<file path="src/rtl/audio_channel_mixer.sv">
// Mono mixer: per-channel unsigned gain, one shared MAC,
// round-half-up, saturate to signed 16 bits.
module audio_channel_mixer #(
  parameter int NUM_CHANNELS = 4,
  parameter int GAIN_WIDTH   = 8,
  parameter int GAIN_FRAC    = 7
) (
  input  logic                             clk,
  input  logic                             I_RSTn,
  input  logic                             audio_clk_en,
  input  logic [16*NUM_CHANNELS-1:0]       in,
  input  logic [GAIN_WIDTH*NUM_CHANNELS-1:0] gain,
  output logic signed [15:0]               out,
  output logic                             out_valid,
  output logic                             overrun
);

  localparam int PW = 16 + GAIN_WIDTH + 1;
  localparam int AW = PW + $clog2(NUM_CHANNELS);
  localparam int IW = (NUM_CHANNELS > 1) ? $clog2(NUM_CHANNELS) : 1;

  localparam logic [IW-1:0] LAST = IW'(NUM_CHANNELS - 1);
  localparam logic signed [AW:0] RND  = (AW+1)'(1 << (GAIN_FRAC - 1));
  localparam logic signed [AW:0] MAXV = (AW+1)'(32767);
  localparam logic signed [AW:0] MINV = -(AW+1)'(32768);

  localparam logic [1:0] IDLE  = 2'd0;
  localparam logic [1:0] ACCUM = 2'd1;
  localparam logic [1:0] DONE  = 2'd2;

  logic [1:0]                  state;
  logic [IW-1:0]               idx;
  logic signed [AW-1:0]        acc;
  logic signed [15:0]          snap_in   [NUM_CHANNELS];
  logic [GAIN_WIDTH-1:0]       snap_gain [NUM_CHANNELS];

  logic signed [PW-1:0] prod;
  logic signed [AW:0]   sum;
  logic signed [AW:0]   res;

  // Gain is zero-extended so it stays non-negative in the signed multiply.
  always_comb begin
    prod = snap_in[idx] * $signed({1'b0, snap_gain[idx]});
    sum  = {acc[AW-1], acc} + RND;
    res  = sum >>> GAIN_FRAC;
  end

  always_ff @(posedge clk or negedge I_RSTn) begin
    if (!I_RSTn) begin
      state     <= IDLE;
      idx       <= '0;
      acc       <= '0;
      out       <= '0;
      out_valid <= 1'b0;
      overrun   <= 1'b0;
      for (int k = 0; k < NUM_CHANNELS; k++) begin
        snap_in[k]   <= '0;
        snap_gain[k] <= '0;
      end
    end else begin
      out_valid <= 1'b0;
      if (audio_clk_en && state != IDLE)
        overrun <= 1'b1;
      unique case (state)
        IDLE: begin
          if (audio_clk_en) begin
            for (int k = 0; k < NUM_CHANNELS; k++) begin
              snap_in[k]   <= in[16*k +: 16];
              snap_gain[k] <= gain[GAIN_WIDTH*k +: GAIN_WIDTH];
            end
            acc   <= '0;
            idx   <= '0;
            state <= ACCUM;
          end
        end
        ACCUM: begin
          acc <= acc + {{(AW-PW){prod[PW-1]}}, prod};
          idx <= idx + 1'b1;
          if (idx == LAST)
            state <= DONE;
        end
        DONE: begin
          if (res > MAXV)
            out <= 16'sh7fff;
          else if (res < MINV)
            out <= -16'sh8000;
          else
            out <= res[15:0];
          out_valid <= 1'b1;
          state     <= IDLE;
        end
        default: state <= IDLE;
      endcase
    end
  end

endmodule

</file>
<file path="config.mk">
export PLATFORM = sky130hd
export DESIGN_NAME = audio_channel_mixer
export DESIGN_NICKNAME = d
export VERILOG_FILES = /design/src/rtl/audio_channel_mixer.sv
export SDC_FILE = /design/constraint.sdc
export NUM_CORES = 1
export LEC_CHECK = 0
export ABC_AREA = 1
export CORE_MARGIN = 2
export CORE_UTILIZATION = 41
export CTS_BUF_LIST = sky130_fd_sc_hd__clkbuf_8 sky130_fd_sc_hd__clkbuf_16
export DETAILED_ROUTE_END_ITERATION = 12
export PLACE_DENSITY_LB_ADDON = 0.25
export RECOVER_POWER = 100
export SETUP_SLACK_MARGIN = 0.4
export SLEW_MARGIN = 20
export SYNTH_ARGS = -nofsm -noshare
export SYNTH_HDL_FRONTEND = slang
export SYNTH_SLANG_ARGS = --single-unit
</file>
<file path="constraint.sdc">
create_clock -name clk -period 8.2 [get_ports clk]
set_clock_uncertainty 0.1 [all_clocks]
set_input_delay 0.82 -clock clk [delete_from_list [all_inputs] [get_ports clk]]
set_output_delay 0.82 -clock clk [all_outputs]
set_load 0.1 [all_outputs]
</file>
### Yosys cells after proc, flatten, opt, wreduce, memory -nomap -nowiden

Index checks and enable logic that the tools add are counted.

| word-level totals | value |
|---|---|
| bits in registers | 145 |
| input bits | 99 |
| output and inout port bits | 18 |
| word-level logic and storage cells | 50 |

| cells by class | value |
|---|---|
| add/sub/neg operators | 3 |
| multiply operators | 1 |
| magnitude comparators | 3 |
| eq/ne operators | 5 |
| multiplexer cells | 16 |
| bitwise gates (word level) | 1 |
| reductions and logical operators | 7 |

Operators by type and width:

| kind | count |
|---|---|
| two-way mux 16 bit | 4 |
| case mux 27 bit (2 select lines) | 1 |
| binary-select mux 16 bit (select 2 bit) | 1 |
| adder 27 x 8 -> 28 bit (second input constant) | 1 |
| adder 27 bit | 1 |
| two-way mux 27 bit | 1 |
| multiplier 16 x 9 -> 25 bit | 1 |
| greater-than comparator 21 x 16 -> 1 bit (second input constant) | 1 |
| less-than comparator 21 x 16 -> 1 bit (second input constant) | 1 |
| binary-select mux 8 bit (select 2 bit) | 1 |
| two-way mux 8 bit | 2 |
| case mux 2 bit (2 select lines) | 2 |
| two-way mux 2 bit | 3 |
| AND reduction 2 bit | 3 |
| equality test 2 bit (second input constant) | 2 |
| != test 2 bit (second input constant) | 2 |
| nonzero test 2 bit | 2 |
| greater-or-equal comparator 3 bit (second input constant) | 1 |
| inverter 2 -> 3 bit | 1 |
| adder 2 x 1 -> 2 bit (second input constant) | 1 |
| equality test 2 x 1 -> 1 bit (second input constant) | 1 |
| logical NOT 2 bit | 1 |
| logical AND 1 bit | 1 |
| two-way mux 1 bit | 1 |

### Longest topological paths before layout

Gate-level depths: netlist of the first run.

| depth | value |
|---|---|
| word-level depth | 7 |
| gate-level depth with buffers | 40 |
| depth with buffers taken out | 37 |

### Worst setup path before layout of the first run

No wires, ideal clock.

| path | value |
|---|---|
| kind | reg-to-reg |
| start | reg idx[1] |
| end | reg acc[18] |
| library setup time | 0.132 ns |
| arrival | 6.097 ns |
| required time | 7.968 ns |
| path slack | 1.872 ns |
| cell stages (with the launch flop) | 35 |
| path buffers | 2 |
| clock period less this slack | 6.328 ns |
| path through | dfrtp_1 inv_2 buf_1 a21oi_1 a32oi_1 buf_2 nand2_1 fa_1 inv_1 fa_1 inv_1 fa_1 fa_1 inv_1 ha_1 inv_1 nor3_1 nand2_1 nand3_1 nand2_1 nand2_1 nand2_1 o21ai_0 xnor2_1 inv_1 ha_1 nand2_1 nor2_1 inv_1 nor2_1 nand4_1 nand3_1 a21oi_1 o21ai_0 o21ai_0 |

| between the ends | value |
|---|---|
| cells in the longest elaborated chain, start to end | 7 |
| elaborated cells on any way between the ends | 10 |
| classes of those cells | add/sub (1); mul (1); mux (7); bitwise (1) |

Ends and longest elaborated chain:

| what | line | text |
|---|---|---|
| from (decl) | 32 | `logic [IW-1:0] idx;` |
| from (signal assigned) | 78 | `idx <= idx + 1'b1;` |
| inverter 2 -> 3 bit (implied by the code) (*) | 43 | `prod = snap_in[idx] * $signed({1'b0, snap_gain[idx]});` |
| binary-select mux 16 bit (select 2 bit) / binary-select mux 8 bit (select 2 bit) (equally long branches) | 43 |  |
| two-way mux 16 bit (implied by the code) / two-way mux 8 bit (equally long branches) (2 in series) | 43 |  |
| multiplier 16 x 9 -> 25 bit (*) | 43 |  |
| adder 27 bit (*) | 77 | `acc <= acc + {{(AW-PW){prod[PW-1]}}, prod};` |
| case mux 27 bit (2 select lines) (*) | 64 | `unique case (state)` |
| to (signal assigned) | 77 |  |
| to (decl) | 33 | `logic signed [AW-1:0] acc;` |

Mark *: on every way between the ends. The rest lies on a longest branch, timed or not. The select of a mux whose other input is x is not followed.
A chain may end at the register's enable or synchronous reset.

### Worst setup path after layout of the first run

| path | value |
|---|---|
| start | reg idx[0] |
| end | reg acc[18] |

The elaborated chain is that of the path after synthesis.

==> results by group, run 1 <==
Worst setup path
  • Crit path arrival time: 7.63 ns
  • Worst-path fanout max: 32
  • Critical path launch point type: flip-flop
  • WP data required: 8.40 ns
  • Most Frequent Cell on Critical Path: nand2_1
  • Slowest-stage cell, CP: fa_1
  • Max stage delay on crit path: approximately 0.58 ns
  • Critical path class: flip-flop to flip-flop
  • Crit. End Element: flip-flop

Synthesis
  • EDFF count, synth: 0
  • Asr flop ratio synth: 100%
  • Top FF cell, synth: dfrtp_1
  • Mapped cell area: 0.0130 mm2
  • Mapped Nets: roughly 2,100
  • Synth Register Bits: 145
  • Synth warnings: 0
  • Post-synth cell types: 43
  • Syn Area/Cell: 7.20 um2
  • Cell count after synthesis: 1,810
  • Share of the synthesized area in the top cell type: between 20% and 30%
  • Top cells by count, synth: 686 x nand2_1, 282 x inv_1, 145 x dfrtp_1
  • Area leader, netlist: dfrtp_1
  • Area contributors post-synth: dfrtp_1 28%, nand2_1 20%, fa_1 16%, inv_1 8.1%, ha_1 7.7%
  • Register area share after synthesis: 27.8%
  • Top-count cell post-synth: nand2_1

Clock tree
  • # clock sinks: 145
  • Clock Path Buffers: 2
  • Number of CTS-inserted buffers: 17
  • Clock Pin Slew Worst Setup and Hold Paths: 0.08 ns
  • Hold-fix buffers at CTS: 0
  • CTS tree: built
  • Clock latency on the worst-skew pair: 0.43 ns
  • CTS H-tree lvls: 4
  • Root buffer cell: clkbuf_16

Floorplan
  • Die Y: 182 um
  • Initial Util: 41.4%
  • Core area: 0.0315 mm2
  • Die area: 0.0332 mm2
  • IO Pins: between 100 and 150
  • Die Wd: 182 um
  • FP Rows: 65

Detailed routing
  • Routed WL per cell: 14.8 um
  • DR vias/cell: 4.94
  • Routed via count: 11,500
  • Initial detailed-routing violation count: 481
  • # DRC: 0
  • Total iterations of the first detailed-routing run: 5
  • Final ANT Viol Nets: 0
  • Final Routed Wirelength: between 30,000 and 40,000 um

Cells and area
  • Fraction of layout cells with a size suffix above 1: 3.85%
  • Ant diodes: 0
  • Post-route cell area: approximately 0.015 mm2
  • Nets: between 2,000 and 2,500
  • Synthesis-to-finish area growth: 17.3%
  • Util after Layout: slightly below 50%

Flow run
  • Max cap viols: 3

STA
  • Final setup viols: 0
  • Final period util: 90.6%
  • Worst Tran Pin Value: 4.25 ns
  • Setup_tns: 0 ns
  • Fmax: 135 MHz
  • Max Slew Vio Count: 243
  • Worst slew margin: -183%
  • Period minus WS final: 7.43 ns
  • RSZ-0062 raised after global routing: no
  • Hold Fails Final Rpt: 0

Placement
  • Port Buffers: roughly 120
  • Dpl hpwl: approximately 27,000 um
  • RD Place Congestion: 0.929
  • Placed cell area: 0.0146 mm2

Outcome
  • Outcome: complete, but fails checks
  • Failing checks: max-capacitance violations, max-slew violations

Global routing
  • Largest net degree at the start of global routing: 95
  • Total Routing Usage GR: between 20% and 30%
  • Vias in the first global route: 12,000
  • Initial antenna violation count: 0
  • First-pass GRT wire length: 58,200 um
  • Grt ovf: 0

Hold path
  • Hold WC Path Type: flip-flop to flip-flop
final cells by class:
cell class / instances / area, um2
clock inverters: 15 / 185
clock buffers: 17 / 425
multi-input cells: 1324 / 8220
fillers: 3187 / 16200
inverters: 292 / 1100
flip-flops and latches: 145 / 3630
repair buffers: 127 / 1230
well taps: 402 / 503
cells in the final DEF (no fill, tap or decap), drive strengths merged, types with 10 or more instances in the layout:
| cell type | Yosys | final |
|---|---|---|
| nand4 | 11 | 11 |
| a32oi | 21 | 21 |
| nor3 | 11 | 11 |
| fa | 103 | 103 |
| clkbuf | 31 | 22 |
| ha | 80 | 80 |
| xor2 | 24 | 24 |
| o21ai | 70 | 70 |
| a21oi | 82 | 82 |
| dlygate4sd3 | 0 | 19 |
| nor2 | 141 | 141 |
| nand3 | 49 | 49 |
| clkdlybuf4s50 | 0 | 96 |
| dfrtp | 145 | 145 |
| nand2 | 691 | 691 |
| inv | 291 | 297 |
| xnor2 | 10 | 10 |
worst max-delay path, delay by kind of cell (launching register included):
| family | cells | cell delay (ns) |
|---|---|---|
| fa+ha+maj | 6 | 2.86 |
| simple gates | 14 | 1.97 |
| buf+inv | 7 | 0.96 |
| compound gates | 5 | 0.83 |
| flops | 1 | 0.40 |
| xor+xnor | 1 | 0.17 |
metal layers:
layer	vias up	GRT usage [%]	wire length (um)
met5	-	0	0
met2	241	38.7	16800
li1	5777	-	-
met3	59	2.31	1060
met4	0	7.29	1030
met1	5384	27.3	15600
final timing paths:
kind                       cells after the start     endpoint  startpoint  slack (ns)
hold / removal                                 2       out[3]      out[3]        0.38
setup / recovery                              33      acc[18]      idx[0]        0.77
hold reg to reg                                2       out[3]      out[3]        0.38
max in group asynchronous                      2  snap_in[10]      I_RSTn        2.85
setup reg to reg                              33      acc[18]      idx[0]        0.77
min in group asynchronous                      1    out_valid      I_RSTn        1.79
registers in the layout, summed over array words and instances, names as in the netlist:
signal and count:
snap_in 64, snap_gain 32, acc 27, out 16
idx 2, state 2, out_valid 1, overrun 1
timing repair:
action | in CTS | in global routing
gates resized for setup | 2 | 18
endpoints found under the setup margin | 1 | 10
setup buffers | 0 | 0
metrics by stage:
stage | hold WS (ns) | setup WS [ns] | cells
3_3_place_gp | 0.362 | 0.434 | 2290
4_1_cts | 0.354 | 0.452 | 2322
2_1_floorplan | 0.344 | 1.87 | 1810
5_1_grt | 0.396 | 0.218 | 2322
6_report | 0.376 | 0.772 | 2322
3_5_place_dp | 0.365 | 0.365 | 2290
kinds of logic after synthesis:
logic type      Yosys count  share of synthesized area (%)
xor+xnor                 34                           2.28
compound gates          200                           8.92
simple gates            907                           27.4
buf+inv                 341                           10.0
fa+ha+maj               183                           23.5
flops                   145                           27.8
Power of run 1 is left out: the tool's default activity adds up to more than one toggle a clock period on the data nets, which glitch-free logic cannot reach.
==> inputs of run 2 (changes only) <==
CAP_MARGIN = 30   (was unset)
==> results of run 2 <==
Same layout as run 1: the final DEF is identical, and so are final timing and power.
Power of run 2 is left out for the same reason.
